--- src/rtl/cluster_pkg.sv ---
// rtl/cluster_pkg.sv - shared sizing constants and state type for the cluster readout scheduler
package cluster_pkg;

    localparam int MXPAD   = 64;
    localparam int MXCLUST = 8;
    localparam int CNT_W   = 3;
    localparam int ADR_W   = $clog2(MXPAD);

    typedef enum logic {
        IDLE = 1'b0,
        SCAN = 1'b1
    } state_t;

endpackage

--- src/rtl/pad_prio_enc.sv ---
// rtl/pad_prio_enc.sv - combinational lowest-set-bit finder returning index and mask with that bit cleared
module pad_prio_enc #(
    parameter int MXPAD = cluster_pkg::MXPAD
) (
    input  logic [MXPAD-1:0]         mask_in,
    output logic                     found,
    output logic [$clog2(MXPAD)-1:0] idx,
    output logic [MXPAD-1:0]         mask_out
);

    // Scan from the top down so the lowest set bit is the last one written.
    always_comb begin
        found    = 1'b0;
        idx      = '0;
        for (int i = MXPAD - 1; i >= 0; i--) begin
            if (mask_in[i]) begin
                found = 1'b1;
                idx   = i[$clog2(MXPAD)-1:0];
            end
        end
        mask_out = mask_in;
        if (found) begin
            mask_out[idx] = 1'b0;
        end
    end

endmodule

--- src/rtl/cluster_readout_sched.sv ---
// rtl/cluster_readout_sched.sv - serialises a frame of pad seeds into valid/ready cluster words; CLUSTER_SCHED_DROP_CNT_EN enables the dropped-frame counter
module cluster_readout_sched #(
    parameter int MXPAD   = cluster_pkg::MXPAD,
    parameter int MXCLUST = cluster_pkg::MXCLUST
) (
    input  logic                     clock,
    input  logic                     reset_n,
    input  logic                     frame_valid,
    input  logic [MXPAD-1:0]         vpf,
    input  logic [3*MXPAD-1:0]       cnt,
    output logic                     clust_valid,
    input  logic                     clust_ready,
    output logic [$clog2(MXPAD)-1:0] clust_adr,
    output logic [2:0]               clust_cnt,
    output logic                     clust_last,
    output logic                     busy,
    output logic                     overflow,
    output logic                     frame_drop,
    output logic [15:0]              drop_cnt
);

    import cluster_pkg::*;

    localparam int AW = $clog2(MXPAD);
    localparam int EW = $clog2(MXCLUST + 1);
    localparam logic [EW-1:0] LAST_EMIT = EW'(MXCLUST - 1);

    state_t               state_q, state_d;
    logic [MXPAD-1:0]     mask_q, mask_d;
    logic [CNT_W*MXPAD-1:0] shadow_q, shadow_d;
    logic [EW-1:0]        emitted_q, emitted_d;

    logic                 enc_found;
    logic [AW-1:0]        enc_idx;
    logic [MXPAD-1:0]     enc_rest;
    logic                 handshake;

    pad_prio_enc #(.MXPAD(MXPAD)) u_prio (
        .mask_in  (mask_q),
        .found    (enc_found),
        .idx      (enc_idx),
        .mask_out (enc_rest)
    );

    // Output word is a pure function of the registers, so it holds still under backpressure.
    always_comb begin
        busy        = (state_q == SCAN);
        clust_valid = busy && enc_found;
        clust_adr   = clust_valid ? enc_idx : '0;
        clust_cnt   = clust_valid ? shadow_q[enc_idx*CNT_W +: CNT_W] : '0;
        clust_last  = clust_valid && ((enc_rest == '0) || (emitted_q == LAST_EMIT));
        handshake   = clust_valid && clust_ready;
        overflow    = handshake && (emitted_q == LAST_EMIT) && (enc_rest != '0);
        frame_drop  = frame_valid && busy;
    end

    // Frame load in IDLE, one bit retired per handshake in SCAN; leftover bits are discarded at the end.
    always_comb begin
        state_d   = state_q;
        mask_d    = mask_q;
        shadow_d  = shadow_q;
        emitted_d = emitted_q;
        case (state_q)
            IDLE: begin
                if (frame_valid && (vpf != '0)) begin
                    mask_d    = vpf;
                    shadow_d  = cnt;
                    emitted_d = '0;
                    state_d   = SCAN;
                end
            end
            SCAN: begin
                if (handshake) begin
                    emitted_d = emitted_q + EW'(1);
                    mask_d    = enc_rest;
                    if (clust_last) begin
                        mask_d  = '0;
                        state_d = IDLE;
                    end
                end
            end
            default: state_d = IDLE;
        endcase
    end

    // State, mask, shadow counts and emitted counter registers.
    always_ff @(posedge clock or negedge reset_n) begin
        if (!reset_n) begin
            state_q   <= IDLE;
            mask_q    <= '0;
            shadow_q  <= '0;
            emitted_q <= '0;
        end else begin
            state_q   <= state_d;
            mask_q    <= mask_d;
            shadow_q  <= shadow_d;
            emitted_q <= emitted_d;
        end
    end

`ifdef CLUSTER_SCHED_DROP_CNT_EN
    logic [15:0] drop_cnt_q, drop_cnt_d;

    // Saturating count of frames rejected while busy.
    always_comb begin
        drop_cnt_d = drop_cnt_q;
        if (frame_drop && (drop_cnt_q != 16'hFFFF)) begin
            drop_cnt_d = drop_cnt_q + 16'd1;
        end
    end

    // Dropped-frame counter register.
    always_ff @(posedge clock or negedge reset_n) begin
        if (!reset_n) begin
            drop_cnt_q <= '0;
        end else begin
            drop_cnt_q <= drop_cnt_d;
        end
    end

    assign drop_cnt = drop_cnt_q;
`else
    assign drop_cnt = '0;
`endif

endmodule

--- config.mk ---
export PLATFORM = sky130hd
export DESIGN_NAME = cluster_readout_sched
export DESIGN_NICKNAME = d
export VERILOG_FILES = /design/src/rtl/cluster_pkg.sv /design/src/rtl/pad_prio_enc.sv /design/src/rtl/cluster_readout_sched.sv
export SDC_FILE = /design/constraint.sdc
export NUM_CORES = 1
export LEC_CHECK = 0
export CORE_ASPECT_RATIO = 0.7
export CORE_MARGIN = 3
export CORE_UTILIZATION = 50
export DETAILED_ROUTE_END_ITERATION = 7
export PLACE_DENSITY = 0.77
export SETUP_SLACK_MARGIN = 0.1
export SYNTH_ARGS = -nofsm -noshare
export SYNTH_HDL_FRONTEND = slang
export SYNTH_HIERARCHICAL = 1
export SYNTH_SLANG_ARGS = --single-unit
--- constraint.sdc ---
create_clock -name clock -period 6 [get_ports clock]
set_clock_uncertainty 0.05 [all_clocks]
set_input_delay 1.2 -clock clock [delete_from_list [all_inputs] [get_ports clock]]
set_output_delay 1.2 -clock clock [all_outputs]
set_load 0.02 [all_outputs]
==> results_dict.tcl, run 1 <==
set metrics [dict create \
    synth_seq_cells 261 \
    synthFlopType "dfrtp_1" \
    reg2reg_depth 14 \
    critical_path.endpoint "clust_cnt[2]" \
    cp_max_fo 6 \
    fin_nets 1794 \
    drtIter0Drc 1456 \
    clkSinkCount 261 \
    wl_mm 50.0 \
    drc 0 \
    r2r-start "mask_q[56]$_DFFE_PN0P_" \
    htreeDepth 1 \
    max_slew_margin_pct 32.7 \
    cap_viol_max_count 0 \
    finalMaxSlewViolations 0 \
    hold_ws_ns 0.430 \
    post-dp-hpwl_mm 35.8 \
    critPathKind "flip-flop to primary output" \
    synthDistinctLibCells 68 \
    cp-end-kind "primary output" \
    p_leak_nw 7.64 \
    clk_path_buf_depth 3 \
    synth_warnings 6 \
    areaGrowthSynthToFinish_pct 32.6 \
    wl_per_cell_um 26.0 \
    synth_edf_count 0 \
    final_common_cell "clkdlybuf4s50_1" \
    max_freq_ghz 0.170 \
    cts_made_buffers 27 \
    root_buffer "clkbuf_16" \
    tritoncts "built" \
    seq_area_um2 6540 \
    synthCells 1225 \
    syn-cell-area_um2 14300 \
    fp.coreArea_um2 28000 \
    grt_pass1_vias 12300 \
    critPathRequiredTime_ns 4.75 \
    die_area_um2 30800 \
    clk_pin_slew_ns 0.07 \
    final_cell_mix "clkdlybuf4s50_1 (267), dfrtp_1 (256), mux2_1 (120), a21oi_1 (93), nand2_1 (84)" \
    layout.cells.non_filler 1927 \
    grt_max_degree 118 \
    hold_violations 0 \
    die_h_um 148 \
    vias_per_cell 6.48 \
    total_power_mw 11.6 \
    num_rows 51 \
    grt_pass1_wl_mm 75.5 \
    drive_gt1_share_pct 21.1 \
    clk_latency_ns 0.54 \
    io_pins 290 \
    arrival_ns 4.63 \
    first_pass_iters 6 \
    grt_usage_pct 31.6 \
    multi_input_area_um2 7410 \
    rsz0062_at_grt "yes" \
    grt_overflow_total 0 \
    status "complete, no violations" \
    worst_pin_slew_ns 1.01 \
    finalSetupTns_ns 0 \
    portBuffers 273 \
    fill_cells 2082 \
    hold_path.class "flip-flop to flip-flop" \
    postCtsHoldBufs 0 \
    finalCriticalPeriod_ns 5.88 \
    finalSetupViolCount 0 \
    post-route-period-util_pct 97.9 \
    synth-async-reset-ratio_pct 100 \
    peakVddDrop_mv 0.308 \
    vias 12500 \
    power_density_nw_per_um2 610 \
    rrSetupSlack_ns 1.27 \
    yosys-top-cells-area "dfrtp_1 (46%), mux2_1 (9.4%), mux4_2 (7.7%)" \
    synth_top_area_cell "dfrtp_1" \
    crit_start "mask_q[55]$_DFFE_PN0P_" \
    dpl.cell_count 1865 \
    antenna_left 0 \
    synth_top_area_share_pct 45.5 \
    die_x_um 208 \
    antenna_found_initial 9 \
    regToRegEndpoint "mask_q[39]$_DFFE_PN0P_" \
    yosysSeqAreaShare_pct 45.5 \
    gp_congestion 1.02 \
    start_util_pct 51.2 \
    synth.avg_cell_area_um2 11.7 \
    critPathLaunchType "flip-flop" \
]
-- stage by stage --
stage | area [um2] | setup slack [ns] | util (%)
floorplan | 14400 | 0.993 | -
global placement | 17700 | 0.0751 | 63.2
detailed placement | 17700 | 0.0639 | 63.2
CTS | 18800 | 0.0144 | 67.2
global route | 19000 | 0.0200 | 67.9
finish | 19000 | 0.125 | 67.9
-- area by class of cell --
type                    count  area share (%)
multi-input cells         853            39.0
flip-flops and latches    261            34.4
repair buffers            368            18.8
clock buffers              36            3.94
well taps                 371            2.44
clock inverters            13           0.994
inverters                  22           0.434
diodes                      3          0.0395
-- critical path: stages (launching register included) --
cell and delay, ns:
dfrtp_1 0.41, buf_4 0.16, a2111oi_2 0.36, buf_4 0.19, a211o_1 0.12, o211ai_1 0.16
a21o_1 0.26, a21oi_4 0.27, nor2_4 0.06, buf_12 0.15, buf_4 0.13, mux4_2 0.43
nor2b_1 0.16, a2111oi_1 0.44, buf_4 0.20, a311oi_1 0.05, a22o_1 0.20, dlygate4sd2_1 0.34
-- routing by layer --
| metal | GRT usage [%] | share of wire, % |
|---|---|---|
| met2 | 45.5 | 43 |
| met4 | 8.18 | 2.8 |
| met5 | 0 | 0.17 |
| met3 | 8.93 | 11 |
| met1 | 47.2 | 43 |
-- cell usage after synthesis, types with 3 or more instances --
| cell type | instances |
|---|---|
| nor3_1 | 21 |
| o22ai_1 | 3 |
| clkbuf_1 | 46 |
| nor3b_1 | 4 |
| o21a_1 | 4 |
| a2111oi_0 | 3 |
| a211oi_1 | 5 |
| dfrtp_1 | 261 |
| and3_1 | 7 |
| and2_1 | 7 |
| nor2b_1 | 12 |
| o21ai_0 | 23 |
| buf_2 | 16 |
| or4_1 | 9 |
| buf_4 | 17 |
| mux2_1 | 120 |
| a21o_1 | 4 |
| nor2_1 | 43 |
| nand3_1 | 12 |
| nand2b_1 | 5 |
| buf_6 | 22 |
| o211ai_1 | 4 |
| o31a_1 | 48 |
| mux2i_1 | 13 |
| nor4_1 | 50 |
| a221o_1 | 64 |
| o2111ai_1 | 6 |
| or4_4 | 3 |
| or3_1 | 5 |
| or2_2 | 4 |
| nand2_1 | 85 |
| mux2_2 | 73 |
| nand4_1 | 13 |
| nand3b_1 | 3 |
| mux4_2 | 49 |
| a21oi_1 | 96 |
| a21boi_0 | 6 |
| inv_1 | 20 |
-- power by group --
part	switching, mW	internal [mW]
combinational	3.32	3.18
clock	0.742	1.06
sequential	0.678	2.62
-- registers in the layout (all words and copies together) (netlist names) --
register   flops
emitted_q      4
mask_q        64
shadow_q     192
busy           1
-- cell families (layout without fill, tap and decap cells) --
family                     Yosys count  count (layout)  synth area share (%)
and+or+nand+nor                    286             286                  10.3
AOI/OAI and AO/OA                  291             291                  15.0
other                                2              20                0.0524
muxes                              255             255                  23.8
xor gates and xnor gates             3               3                 0.183
buffers and inverters              126             439                  5.04
adders and majority gates            1               1                0.0872
DFF                                261             261                  45.5
-- worst min-delay path by stage --
stage / to / cells past startpoint / startpoint / slack, ns
after floorplan: shadow_q[103]$_DFFE_PN0P_ / 1 / shadow_q[103]$_DFFE_PN0P_ / 0.40
after global placement: shadow_q[119]$_DFFE_PN0P_ / 1 / shadow_q[119]$_DFFE_PN0P_ / 0.41
after detailed placement: shadow_q[139]$_DFFE_PN0P_ / 1 / shadow_q[139]$_DFFE_PN0P_ / 0.42
after CTS: shadow_q[139]$_DFFE_PN0P_ / 1 / shadow_q[139]$_DFFE_PN0P_ / 0.43
after global routing: shadow_q[184]$_DFFE_PN0P_ / 1 / shadow_q[184]$_DFFE_PN0P_ / 0.45
final: shadow_q[139]$_DFFE_PN0P_ / 1 / shadow_q[139]$_DFFE_PN0P_ / 0.43
-- repair_timing --
action / CTS / global route
resized for setup: 28 / 38
pin swaps: 6 / 17
setup buffers: 6 / 4
setup endpoints to repair: 5 / 5
Note: power is estimated with default switching activity, not from simulation.
==> run 2, diff against run 1 <==
Settings changed: CTS_BUF_LIST set to sky130_fd_sc_hd__clkbuf_8.
==> run 2 against run 1 <==
  * Register-to-register slack got worse by 0.13 ns
  * Core utilization down 0.20 points
  * Sequential share of layout area rose by 0.10 points
  * Worst hold slack improved by 0.0026 ns
  * Flip-flop and latch count unchanged
  * Total power down 2.3%
  * Worst setup slack improved by 0.019 ns
  * Non-clock buffer count up 6
  * Cell count up 1.5%
  * Global-route usage is 0.49 points lower
  * Critical endpoint is now overflow
==> results_dict.tcl, run 2 (same netlist as run 1, synthesis figures left out) <==
set metrics [dict create \
    status "complete, no violations" \
    rsz0062_at_grt "yes" \
    grt_pass1_vias 12300 \
    clk_latency_ns 0.56 \
    max_slew_margin_pct 33.0 \
    vias 12500 \
    finalSetupViolCount 0 \
    wl_per_cell_um 25.2 \
    share_comb_of_total_power_pct 57.2 \
    tritoncts "built" \
    power.share.clock_pct 13.8 \
    max_freq_ghz 0.171 \
    layout.cells.non_filler 1955 \
    p_switching_mw 4.69 \
    worst_pin_slew_ns 1.01 \
    grt_pass1_wl_mm 74.3 \
    finalMaxSlewViolations 0 \
    clkSinkCount 261 \
    dpl.cell_count 1865 \
    start_util_pct 51.2 \
    hold_path.class "flip-flop to flip-flop" \
    peakVddDrop_mv 0.329 \
    vias_per_cell 6.38 \
    die_area_um2 30800 \
    cp_max_fo 7 \
    critPathRequiredTime_ns 4.75 \
    multi_input_area_um2 7410 \
    hold_violations 0 \
    p_leak_nw 7.68 \
    finalSetupTns_ns 0 \
    cp-end-kind "primary output" \
    num_rows 51 \
    power_density_nw_per_um2 598 \
    drc 0 \
    grt_overflow_total 0 \
    first_pass_iters 6 \
    rrSetupSlack_ns 1.14 \
    clk_pin_slew_ns 0.07 \
    post-route-period-util_pct 97.6 \
    critPathKind "flip-flop to primary output" \
    layout_top_registers "shadow_q x192, mask_q x64, emitted_q x4" \
    reg2reg_depth 14 \
    final_area_um2 19000 \
    largest_reg_flops 192 \
    final_cell_mix "clkdlybuf4s50_1 (267), dfrtp_1 (256), mux2_1 (120), a21oi_1 (93), buf_4 (92)" \
    postCtsHoldBufs 0 \
    total_power_mw 11.3 \
    fill_cells 2097 \
    antenna_left 0 \
    areaGrowthSynthToFinish_pct 32.2 \
    grt_max_degree 118 \
    antenna_found_initial 10 \
    min_from "shadow_q[184]$_DFFE_PN0P_" \
    clk_path_buf_depth 3 \
    hold_path_end "shadow_q[184]$_DFFE_PN0P_" \
    postPlaceCellArea_um2 17700 \
    cts_made_buffers 41 \
    regMostFlops "shadow_q" \
    post-dp-hpwl_mm 35.8 \
    die_x_um 208 \
    io_pins 290 \
    wl_mm 49.3 \
    fin_util_pct 67.7 \
    crit_start "mask_q[25]$_DFFE_PN0P_" \
    grt_usage_pct 31.1 \
    pwr-share-seq_pct 29.0 \
    root_buffer "clkbuf_8" \
    seq_area_um2 6540 \
    swShare_pct 41.4 \
    critPathLaunchType "flip-flop" \
    drive_gt1_share_pct 22.1 \
    arrival_ns 4.61 \
    regToRegEndpoint "mask_q[39]$_DFFE_PN0P_" \
    hold_path_depth 1 \
    htreeDepth 2 \
    gp_congestion 1.02 \
    cap_viol_max_count 0 \
    fin_nets 1814 \
    p_int_mw 6.65 \
    fp.coreArea_um2 28000 \
    drtIter0Drc 1401 \
    finalCriticalPeriod_ns 5.86 \
    die_h_um 148 \
    r2r-start "mask_q[25]$_DFFE_PN0P_" \
    portBuffers 273 \
    final_common_cell "clkdlybuf4s50_1" \
]
==> run 2: changes by cell type in the layout (fill, tap and decap cells not counted), sizes merged <==
cell	change
buf	+8
bufinv	-3
clkbuf	+16
clkdlybuf4s15	-1
clkinv	-1
clkinvlp	-1
dlygate4sd2	+1
dlymetal6s2s	-1
inv	+10
==> run 2: power by group through the flow <==
stage / clock network, mW / registers, mW / logic, mW
after floorplan: 0 / 3.05 / 3.89
after global placement: 0 / 3.20 / 5.94
after detailed placement: 0 / 3.26 / 6.01
after CTS: 1.60 / 3.24 / 6.19
after global routing: 1.67 / 3.38 / 6.83
final: 1.57 / 3.28 / 6.48
==> run 2: how the worst max path moves through the flow <==
stage | endpoint | depth (start not counted)
3_5_place_dp | overflow | 14
2_1_floorplan | clust_cnt[0] | 15
5_1_grt | overflow | 14
4_1_cts | overflow | 15
6_report | overflow | 14
3_3_place_gp | overflow | 14
==> run 2: timing repair <==
item                                    CTS  global route
gates resized for setup                  26            46
setup buffers                             7             9
endpoints found under the setup margin    5             5
pin swaps                                 4            17
==> run 2: critical path, cell delays in order (launching register included) <==
cell	delay, ns
dfrtp_2	0.46
or4_4	0.61
a211oi_2	0.23
o22ai_1	0.09
or2_4	0.29
or3_4	0.45
buf_4	0.16
o31a_1	0.29
nor4_1	0.40
nand4_1	0.14
or4_4	0.56
buf_6	0.15
nand2_4	0.05
nor2_2	0.04
buf_6	0.13
==> run 2: layout make-up <==
class,count,share of cell area [%]
multi-input combinational,853,39.1
antenna,3,0.0396
timing repair buffer,374,19.0
sequential,261,34.5
tap,371,2.45
inverter,22,0.436
clock buffer,53,3.85
clock inverter,18,0.574
==> run 2: layer usage <==
metal	GRT usage, %	part of all wire [%]
met2	43.7	43
met4	8.35	2.6
met3	9.48	12
met5	0	0.089
met1	46.8	43
==> run 2: stage by stage <==
stage	setup WS, ns	hold WS [ns]
2_1_floorplan	0.993	0.402
3_3_place_gp	0.0751	0.412
3_5_place_dp	0.0639	0.419
4_1_cts	0.00274	0.433
5_1_grt	0.0506	0.449
6_report	0.144	0.432
